==> src/rtl/uart_pkg.sv <==
// -----------------------------------------------------------------------------
// uart_pkg
// Shared types and helpers for the UART transmit path.
//   tx_state_t : frame sequencing states of the transmit controller
//   DEFAULT_*  : default frame geometry used by the controller parameters
//   parity_bit : parity over a zero-extended payload (even or odd sense)
// -----------------------------------------------------------------------------
package uart_pkg;

    typedef enum logic [2:0] {
        IDLE   = 3'd0,
        START  = 3'd1,
        DATA   = 3'd2,
        PARITY = 3'd3,
        STOP   = 3'd4
    } tx_state_t;

    localparam int DEFAULT_DATA_BITS  = 8;
    localparam int DEFAULT_OVERSAMPLE = 16;

    // Payloads narrower than 8 bits arrive zero-extended, so the unused
    // upper bits do not disturb the XOR reduction.
    function automatic logic parity_bit(input logic [7:0] data, input logic odd);
        return (^data) ^ odd;
    endfunction

endpackage

==> src/rtl/uart_bit_timer.sv <==
// -----------------------------------------------------------------------------
// uart_bit_timer
// Divide-by-OVERSAMPLE bit-period counter for the UART transmitter.
//   baud_clk    : oversample clock
//   reset       : synchronous, active-high reset
//   enable      : count while a frame is in progress
//   clear       : synchronous clear (wins over enable)
//   bit_end     : high for the last clock of each bit period
//   bit_pre_end : high for the clock just before bit_end, so the controller
//                 can register outputs that must line up with bit_end
// -----------------------------------------------------------------------------
module uart_bit_timer
    import uart_pkg::*;
#(
    parameter int OVERSAMPLE = DEFAULT_OVERSAMPLE
) (
    input  logic baud_clk,
    input  logic reset,
    input  logic enable,
    input  logic clear,
    output logic bit_end,
    output logic bit_pre_end
);

    localparam int CNT_W = $clog2(OVERSAMPLE);
    localparam logic [CNT_W-1:0] CNT_LAST = CNT_W'(OVERSAMPLE - 1);
    localparam logic [CNT_W-1:0] CNT_PRE  = CNT_W'(OVERSAMPLE - 2);

    logic [CNT_W-1:0] count_r;

    // Bit-period counter: wraps explicitly at OVERSAMPLE-1, never by overflow.
    always_ff @(posedge baud_clk) begin
        if (reset) begin
            count_r <= {CNT_W{1'b0}};
        end else if (clear) begin
            count_r <= {CNT_W{1'b0}};
        end else if (enable) begin
            if (count_r == CNT_LAST) begin
                count_r <= {CNT_W{1'b0}};
            end else begin
                count_r <= count_r + CNT_W'(1);
            end
        end else begin
            count_r <= count_r;
        end
    end

    assign bit_end     = enable & ~clear & (count_r == CNT_LAST);
    assign bit_pre_end = enable & ~clear & (count_r == CNT_PRE);

endmodule

==> src/rtl/uart_tx_ctrl.sv <==
// -----------------------------------------------------------------------------
// uart_tx_ctrl
// UART transmit controller: accepts one payload word through a valid/ready
// handshake and serialises it as start, data (LSB first), optional parity and
// stop bits, each bit lasting OVERSAMPLE clocks.
//   baud_clk : oversample clock, the only clock
//   reset    : synchronous, active-high reset (abandons any frame in flight)
//   tx_data  : payload, sampled only on handshake
//   tx_valid : requester has data
//   tx_ready : idle and able to accept
//   tx       : serial line, idles high
//   tx_busy  : frame in progress
//   tx_done  : one-cycle pulse on the last clock of the final stop bit
// All outputs are registered.
// -----------------------------------------------------------------------------
module uart_tx_ctrl
    import uart_pkg::*;
#(
    parameter int DATA_BITS  = DEFAULT_DATA_BITS,
    parameter int OVERSAMPLE = DEFAULT_OVERSAMPLE,
    parameter int STOP_BITS  = 1,
    parameter int PARITY_EN  = 0,
    parameter int PARITY_ODD = 0
) (
    input  logic                 baud_clk,
    input  logic                 reset,
    input  logic [DATA_BITS-1:0] tx_data,
    input  logic                 tx_valid,
    output logic                 tx_ready,
    output logic                 tx,
    output logic                 tx_busy,
    output logic                 tx_done
);

    generate
        if (STOP_BITS != 1 && STOP_BITS != 2) begin : g_bad_stop_bits
            $error("uart_tx_ctrl: STOP_BITS must be 1 or 2");
        end
        if (DATA_BITS < 5 || DATA_BITS > 8) begin : g_bad_data_bits
            $error("uart_tx_ctrl: DATA_BITS must be 5..8");
        end
        if (OVERSAMPLE < 2) begin : g_bad_oversample
            $error("uart_tx_ctrl: OVERSAMPLE must be at least 2");
        end
    endgenerate

    localparam int IDX_W = $clog2(DATA_BITS);
    localparam logic [IDX_W-1:0] IDX_DATA_LAST = IDX_W'(DATA_BITS - 1);
    localparam logic [IDX_W-1:0] IDX_STOP_LAST = IDX_W'(STOP_BITS - 1);
    localparam logic             PAR_ODD       = (PARITY_ODD != 0) ? 1'b1 : 1'b0;

    tx_state_t            state_r;
    logic [DATA_BITS-1:0] shift_r;
    logic [IDX_W-1:0]     bit_idx_r;
    logic                 parity_r;
    logic                 tx_r;
    logic                 ready_r;
    logic                 busy_r;
    logic                 done_r;

    logic                 accept_s;
    logic                 timer_en_s;
    logic                 timer_clr_s;
    logic                 bit_end_s;
    logic                 bit_pre_end_s;

    assign accept_s    = tx_valid & ready_r;
    assign timer_en_s  = (state_r != IDLE);
    assign timer_clr_s = (state_r == IDLE);

    uart_bit_timer #(
        .OVERSAMPLE (OVERSAMPLE)
    ) u_bit_timer (
        .baud_clk    (baud_clk),
        .reset       (reset),
        .enable      (timer_en_s),
        .clear       (timer_clr_s),
        .bit_end     (bit_end_s),
        .bit_pre_end (bit_pre_end_s)
    );

    // Frame sequencer; tx is updated on the same edge as the state so the
    // line level always matches the state it belongs to.
    always_ff @(posedge baud_clk) begin
        if (reset) begin
            state_r   <= IDLE;
            shift_r   <= {DATA_BITS{1'b0}};
            bit_idx_r <= {IDX_W{1'b0}};
            parity_r  <= 1'b0;
            tx_r      <= 1'b1;
            ready_r   <= 1'b1;
            busy_r    <= 1'b0;
            done_r    <= 1'b0;
        end else begin
            done_r <= 1'b0;
            case (state_r)
                IDLE: begin
                    if (accept_s) begin
                        state_r   <= START;
                        shift_r   <= tx_data;
                        parity_r  <= parity_bit(8'(tx_data), PAR_ODD);
                        bit_idx_r <= {IDX_W{1'b0}};
                        tx_r      <= 1'b0;
                        ready_r   <= 1'b0;
                        busy_r    <= 1'b1;
                    end else begin
                        tx_r    <= 1'b1;
                        ready_r <= 1'b1;
                        busy_r  <= 1'b0;
                    end
                end
                START: begin
                    if (bit_end_s) begin
                        state_r   <= DATA;
                        bit_idx_r <= {IDX_W{1'b0}};
                        tx_r      <= shift_r[0];
                    end else begin
                        tx_r <= 1'b0;
                    end
                end
                DATA: begin
                    if (bit_end_s) begin
                        shift_r <= shift_r >> 1;
                        if (bit_idx_r == IDX_DATA_LAST) begin
                            bit_idx_r <= {IDX_W{1'b0}};
                            if (PARITY_EN != 0) begin
                                state_r <= PARITY;
                                tx_r    <= parity_r;
                            end else begin
                                state_r <= STOP;
                                tx_r    <= 1'b1;
                            end
                        end else begin
                            bit_idx_r <= bit_idx_r + IDX_W'(1);
                            tx_r      <= shift_r[1];
                        end
                    end else begin
                        tx_r <= tx_r;
                    end
                end
                PARITY: begin
                    if (bit_end_s) begin
                        state_r   <= STOP;
                        bit_idx_r <= {IDX_W{1'b0}};
                        tx_r      <= 1'b1;
                    end else begin
                        tx_r <= parity_r;
                    end
                end
                STOP: begin
                    tx_r <= 1'b1;
                    // Raise done one clock early so the registered pulse
                    // lands on the final clock of the last stop bit.
                    if (bit_pre_end_s && (bit_idx_r == IDX_STOP_LAST)) begin
                        done_r <= 1'b1;
                    end else begin
                        done_r <= 1'b0;
                    end
                    if (bit_end_s) begin
                        if (bit_idx_r == IDX_STOP_LAST) begin
                            state_r   <= IDLE;
                            bit_idx_r <= {IDX_W{1'b0}};
                            ready_r   <= 1'b1;
                            busy_r    <= 1'b0;
                        end else begin
                            bit_idx_r <= bit_idx_r + IDX_W'(1);
                        end
                    end else begin
                        bit_idx_r <= bit_idx_r;
                    end
                end
                default: begin
                    state_r   <= IDLE;
                    bit_idx_r <= {IDX_W{1'b0}};
                    tx_r      <= 1'b1;
                    ready_r   <= 1'b1;
                    busy_r    <= 1'b0;
                end
            endcase
        end
    end

    assign tx       = tx_r;
    assign tx_ready = ready_r;
    assign tx_busy  = busy_r;
    assign tx_done  = done_r;

endmodule

==> config.mk <==
export PLATFORM = sky130hd
export DESIGN_NAME = uart_tx_ctrl
export DESIGN_NICKNAME = d
export VERILOG_FILES = /design/src/rtl/uart_pkg.sv /design/src/rtl/uart_bit_timer.sv /design/src/rtl/uart_tx_ctrl.sv
export SDC_FILE = /design/constraint.sdc
export NUM_CORES = 1
export LEC_CHECK = 0
export BUFFER_PORTS_ARGS = -buffer_cell sky130_fd_sc_hd__buf_2
export CAP_MARGIN = 5
export CORE_MARGIN = 8
export CORE_UTILIZATION = 55
export DETAILED_ROUTE_END_ITERATION = 8
export PLACE_DENSITY = 0.82
export SLEW_MARGIN = 25
export SYNTH_ARGS = -nofsm -noshare
export SYNTH_HDL_FRONTEND = slang
export SYNTH_SLANG_ARGS = --single-unit
==> constraint.sdc <==
create_clock -name baud_clk -period 2.6 [get_ports baud_clk]
set_clock_uncertainty 0.05 [all_clocks]
set_input_delay 0 -clock baud_clk [delete_from_list [all_inputs] [get_ports baud_clk]]
set_output_delay 0 -clock baud_clk [all_outputs]
set_load 0.05 [all_outputs]
==> results.sh, run 1 <==
export IMPL_finalNetCount=177
export IMPL_nFillCells=185
export IMPL_yosysMostFrequentCell="dfxtp_1"
export IMPL_dpl_cell_area_um2=1330
export IMPL_synth_area_leader_cell="dfxtp_1"
export IMPL_synthToLayoutAreaGrowth_pct=9.93
export IMPL_max_freq_mhz=544
export IMPL_drcViolationCount=0
export IMPL_regArea_um2=460
export IMPL_post_cts_buffers=0
export IMPL_grt_pass1_wl_mm=4.62
export IMPL_dieArea_um2=4170
export IMPL_cts_sinks=23
export IMPL_p_per_area_nw_per_um2=625
export IMPL_end_kind="register"
export IMPL_ctsResizeCount=0
export IMPL_wire_per_inst_um=15.1
export IMPL_worstSkewPairLatency_ns=0.32
export IMPL_fin_area_um2=1430
export IMPL_finalCriticalPeriod_ns=1.84
export IMPL_ys_warn_count=0
export IMPL_leakagePower_nw=0.516
export IMPL_antenna_found_initial=0
export IMPL_finalSetupViolCount=0
export IMPL_clk_path_buf_depth=2
export IMPL_yosys_area_top_type_share_pct=35.5
export IMPL_dpl_cell_count=177
export IMPL_multiInputGateArea_um2=742
export IMPL_num_antenna_cells=0
export IMPL_routed_via_count=1094
export IMPL_rsz0062_at_grt="false"
export IMPL_synth_edf_count=0
export IMPL_fin_crit_sh_pct=70.7
export IMPL_drtPass1Iterations=4
export IMPL_clk_pin_slew_ns=0.13
export IMPL_gp_congestion=0.891
export IMPL_tritoncts="yes"
export IMPL_ys_seq_elements=23
export IMPL_avgSynthCellArea_um2=8.95
export IMPL_synth_cell_types=50
export IMPL_seq_area_frac_synth_pct=35.5
export IMPL_worst_slew_pin_slew_ns=0.617
export IMPL_async_flop_share_pct=0
export IMPL_hp_class="in2reg"
export IMPL_ir_worst_vdd_uv=439
export IMPL_io_pins=15
export IMPL_routed_wl_mm=2.85
export IMPL_syn_nets=161
export IMPL_drv_cap=0
export IMPL_cts_buffers=3
export IMPL_fin_util_pct=64.5
export IMPL_hold_start="tx_data[7]"
export IMPL_cp_data_required_time_ns=2.80
export IMPL_cp_arrival_ns=2.04
export IMPL_post_drt_via_cell_ratio=5.82
export IMPL_core_area_um2=2210
export IMPL_hold_viol_final=0
export IMPL_initialDrtViolationCount=45
export IMPL_synth_common_cells="dfxtp_1, nor2_1, nand2_1"
export IMPL_fin_cells=188
export IMPL_final_max_slew_viol_count=0
export IMPL_start_kind="register"
export IMPL_grt_pass1_vias=1034
export IMPL_synth_area_top_cells="dfxtp_1, xnor2_1, ha_1"
export IMPL_drive_gt1_share_pct=18.8
export IMPL_dieWidth_um=64.6
export IMPL_synth_ff_type="dfxtp_1"
export IMPL_crit_type="reg2reg"
export IMPL_fp_dieH_um=64.6
export IMPL_finalPower_w=0.000892
export IMPL_status="finished, final reports clean"
export IMPL_grt_max_degree=22
export IMPL_grt_ovfl_total=0
export IMPL_antenna_left=0
export IMPL_cts_max_level=1
export IMPL_dp_hpwl_mm=2.04
export IMPL_worst_path_max_fanout=6
export IMPL_io_buffers=14
export IMPL_grt_use_total_pct=13.8
export IMPL_slew_headroom_pct=58.8
export IMPL_start_util_pct=58.7
export IMPL_worstReg2RegStart="u_bit_timer.count_r[0]$_SDFFE_PP0P_"
export IMPL_fp_row_count=17
export IMPL_netlist_area_um2=1300
export IMPL_cts_root_buf="clkbuf_4"
export IMPL_setup_tns_ns=0
export IMPL_synth_cells=145
export IMPL_crit_start="u_bit_timer.count_r[0]$_SDFFE_PP0P_"
==> layout by cell type, fill, tap and decap left out, drive strengths merged, types with 6 or more instances in the layout <==
master       count
nor2            17
o21ai            9
buf             14
dlygate4sd3      7
inv              6
nand2           10
xnor2            8
dfxtp           23
a311oi           7
==> routing by layer <==
layer	up-vias	part of all wire, %	global-route usage (%)
met5	-	0	0
met2	32	50	23.1
met1	511	44	15.8
met4	0	1.5	7.63
met3	5	4.3	3.26
li1	546	-	-
==> metrics by stage <==
stage,hold WS [ns],setup WS [ns]
after floorplan,0.131,0.893
after global placement,0.265,0.873
after detailed placement,0.274,0.803
after CTS,0.00495,0.766
after global routing,0.0390,0.573
final,0.00530,0.762
==> flip-flops by register name, summed over array words and instances, names as in the netlist <==
signal and count:
shift_r 8, state_r 3, tx_busy 1, tx 1, bit_idx_r 3, u_bit_timer.count_r 4
tx_ready 1, tx_done 1, parity_r 1
==> worst paths after layout <==
kind	cells after the start	to	slack, ns
max reg2reg	5	bit_idx_r[2]$_SDFFE_PP0P_	0.76
min	4	shift_r[7]$_SDFFE_PP0P_	0.005
min reg2reg	2	shift_r[6]$_SDFFE_PP0P_	0.44
max	5	bit_idx_r[2]$_SDFFE_PP0P_	0.76
==> critical path, stage by stage (launching register included) <==
cell,delay [ns]
dfxtp_1,0.41
ha_1,0.23
nand3_1,0.21
a211o_1,0.44
a211o_1,0.30
a21oi_2,0.13
==> area by class of cell <==
cell class / instances / area share (%)
multi-input cells: 106 / 52.0
flip-flops and latches: 23 / 32.3
repair buffers: 21 / 9.82
well taps: 28 / 2.46
clock buffers: 4 / 1.84
inverters: 6 / 1.58
==> power by group <==
group / total, W / internal [W] / switching, W
registers: 0.000444 / 0.000395 / 0.0000493
clock network: 0.000167 / 0.0000600 / 0.000107
logic: 0.000281 / 0.000120 / 0.000161
==> what timing repair did <==
action / in CTS / in global routing
endpoints found under the hold margin: 7 / 0
endpoints found under the setup margin: 0 / 0
hold buffers: 7 / 0
==> logic make-up (layout without fill, tap and decap cells) <==
group           Yosys count  in the layout  share of synthesized area [%]
compound gates           38             38                           23.8
xor+xnor                  9              9                           6.08
fa+ha+maj                 5              5                           4.82
buf+inv                  16             31                           7.33
flops                    23             23                           35.5
mux                       1              1                          0.771
simple gates             53             53                           21.7
No activity file was read; power rests on OpenSTA's default activity.
==> inputs of run 2 (changes only) <==
Settings changed: CORE_UTILIZATION 55 to 51, PLACE_DENSITY 0.82 to 0.8.
Clock period 2.6 ns to 1.55 ns, I/O delays scaled along.
==> results.sh, run 2 (synthesis gave the netlist of run 1 again) <==
export IMPL_drv_cap=0
export IMPL_power_switching_w=0.000583
export IMPL_cts_buffers=3
export IMPL_start_kind="register"
export IMPL_worstReg2RegStart="state_r[1]$_SDFFE_PP0P_"
export IMPL_routed_via_count=1232
export IMPL_grt_use_total_pct=14.0
export IMPL_pwr_share_clk_pct=16.4
export IMPL_hp_class="in2reg"
export IMPL_fp_dieH_um=66.4
export IMPL_io_buffers=14
export IMPL_cts_root_buf="clkbuf_4"
export IMPL_start_util_pct=52.9
export IMPL_finalSetupViolCount=3
export IMPL_post_drt_via_cell_ratio=5.92
export IMPL_wire_per_inst_um=16.9
export IMPL_fin_crit_sh_pct=102
export IMPL_switching_share_pct=35.2
export IMPL_violations="negative setup slack"
export IMPL_ir_worst_vdd_uv=799
export IMPL_synthToLayoutAreaGrowth_pct=29.0
export IMPL_clk_path_buf_depth=2
export IMPL_largest_register_ffs=8
export IMPL_finalCriticalPeriod_ns=1.58
export IMPL_internal_power_w=0.00107
export IMPL_grt_pass1_vias=1121
export IMPL_antenna_found_initial=0
export IMPL_drcViolationCount=0
export IMPL_worstSkewPairLatency_ns=0.31
export IMPL_gp_congestion=0.876
export IMPL_core_area_um2=2450
export IMPL_reg2reg_depth=6
export IMPL_power_frac_comb_pct=39.4
export IMPL_rsz0062_at_grt="true"
export IMPL_worst_path_max_fanout=7
export IMPL_finalPower_w=0.00165
export IMPL_setup_ws_ns=-0.0308
export IMPL_clk_pin_slew_ns=0.13
export IMPL_end_kind="register"
export IMPL_largest_register="shift_r"
export IMPL_cp_arrival_ns=1.77
export IMPL_grt_ovfl_total=0
export IMPL_worst_slew_pin_slew_ns=0.435
export IMPL_drive_gt1_share_pct=36.5
export IMPL_setup_tns_ns=-0.0378
export IMPL_grt_pass1_wl_mm=4.89
export IMPL_routed_wl_mm=3.51
export IMPL_dieWidth_um=66.4
export IMPL_cts_sinks=23
export IMPL_cp_data_required_time_ns=1.74
export IMPL_max_freq_mhz=633
export IMPL_dieArea_um2=4410
export IMPL_mostFrequentLayoutCell="dfxtp_1"
export IMPL_tritoncts="yes"
export IMPL_hold_depth=2
export IMPL_rrSetupSlack_ns=-0.03
export IMPL_hold_start="reset"
export IMPL_reg_top3="shift_r x8, u_bit_timer.count_r x4"
export IMPL_fp_row_count=18
export IMPL_io_pins=15
export IMPL_final_max_slew_viol_count=0
export IMPL_dp_hpwl_mm=2.05
export IMPL_final_cell_mix="dfxtp_1, nor2_1, buf_4"
export IMPL_slew_headroom_pct=70.8
export IMPL_max_stage_delay_ns=0.40
export IMPL_holdPathEnd="state_r[0]$_SDFFE_PP0P_"
export IMPL_grt_max_degree=22
export IMPL_leakagePower_nw=0.622
export IMPL_finalNetCount=195
export IMPL_cp_cell_sequence="buf_12 -> a211oi_1 -> a211o_4 -> buf_4 -> nand3_1 -> a21oi_1"
export IMPL_p_per_area_nw_per_um2=988
export IMPL_drtPass1Iterations=4
export IMPL_cts_max_level=1
export IMPL_fin_util_pct=68.2
export IMPL_status="complete, but fails checks"
export IMPL_seq_power_share_pct=44.2
export IMPL_reg2reg_to="bit_idx_r[0]$_SDFFE_PP0P_"
export IMPL_num_antenna_cells=0
export IMPL_initialDrtViolationCount=72
export IMPL_crit_path_top_delay_cell="a211oi_1"
export IMPL_antenna_left=0
export IMPL_hold_viol_final=0
export IMPL_crit_type="reg2reg"
run 2: cell count changes in the layout (fill, tap and decap cells not counted), sizes merged:
| cell | change |
|---|---|
| buf | +18 |
| a32o | +1 |
| dlygate4sd3 | -1 |
run 2: repair_timing:
action / in CTS / in global routing
gates resized for setup: 6 / 17
setup endpoints to repair: 9 / 16
buffers inserted: 2 / 3
hold buffers: 6 / 0
gates cloned: 0 / 1
pin swaps: 4 / 8
endpoints found under the hold margin: 6 / 0
run 2: power by group through the flow:
stage	sequential (W)	combinational [W]	clock (W)
floorplan	0.000756	0.000387	0
CTS	0.000723	0.000548	0.000275
finish	0.000731	0.000652	0.000271
global route	0.000736	0.000692	0.000310
global placement	0.000728	0.000501	0
detailed placement	0.000731	0.000517	0
run 2: cell type report:
type / count / area, um2
Clock buffer: 4 / 26.3
Fill cell: 172 / 781
Inverter: 6 / 22.5
Multi-Input combinational cell: 107 / 820
Sequential cell: 23 / 474
Tap cell: 30 / 37.5
Timing Repair Buffer: 38 / 294
run 2: through the flow:
step	area, um2	std cells	hold slack [ns]	worst slack, ns
detailed placement	1430	192	0.266	-0.0290
global placement	1430	192	0.252	0.0228
global route	1670	208	0.0214	-0.0746
finish	1670	208	0.0367	-0.0308
CTS	1560	204	0.0240	0.00763
floorplan	1300	145	0.131	0.00446
run 2: worst max path at each step:
stage	start	end	slack [ns]	cells past startpoint
after floorplan	u_bit_timer.count_r[1]$_SDFFE_PP0P_	shift_r[6]$_SDFFE_PP0P_	0.004	6
after global placement	state_r[1]$_SDFFE_PP0P_	bit_idx_r[2]$_SDFFE_PP0P_	0.02	4
after detailed placement	u_bit_timer.count_r[1]$_SDFFE_PP0P_	tx_busy$_SDFFE_PP0P_	-0.03	6
after CTS	u_bit_timer.count_r[0]$_SDFFE_PP0P_	state_r[1]$_SDFFE_PP0P_	0.008	5
after global routing	state_r[1]$_SDFFE_PP0P_	bit_idx_r[0]$_SDFFE_PP0P_	-0.07	6
final	state_r[1]$_SDFFE_PP0P_	bit_idx_r[0]$_SDFFE_PP0P_	-0.03	6
run 2: worst max-delay path, delay by kind of cell, from the launching register on:
family                 cells  cell delay [ns]
AO/OA/AOI/OAI              3             0.74
flip-flops                 1             0.38
buffers and inverters      2             0.25
AND/OR/NAND/NOR            1             0.09
run 2: metal layers:
| metal | track usage [%] | wire [um] | vias to the layer above |
|---|---|---|---|
| li1 | - | - | 588 |
| met1 | 16.6 | 1470 | 585 |
| met2 | 23.0 | 1760 | 45 |
| met3 | 2.88 | 190 | 14 |
| met4 | 7.47 | 90 | 0 |
| met5 | 0 | 0 | - |
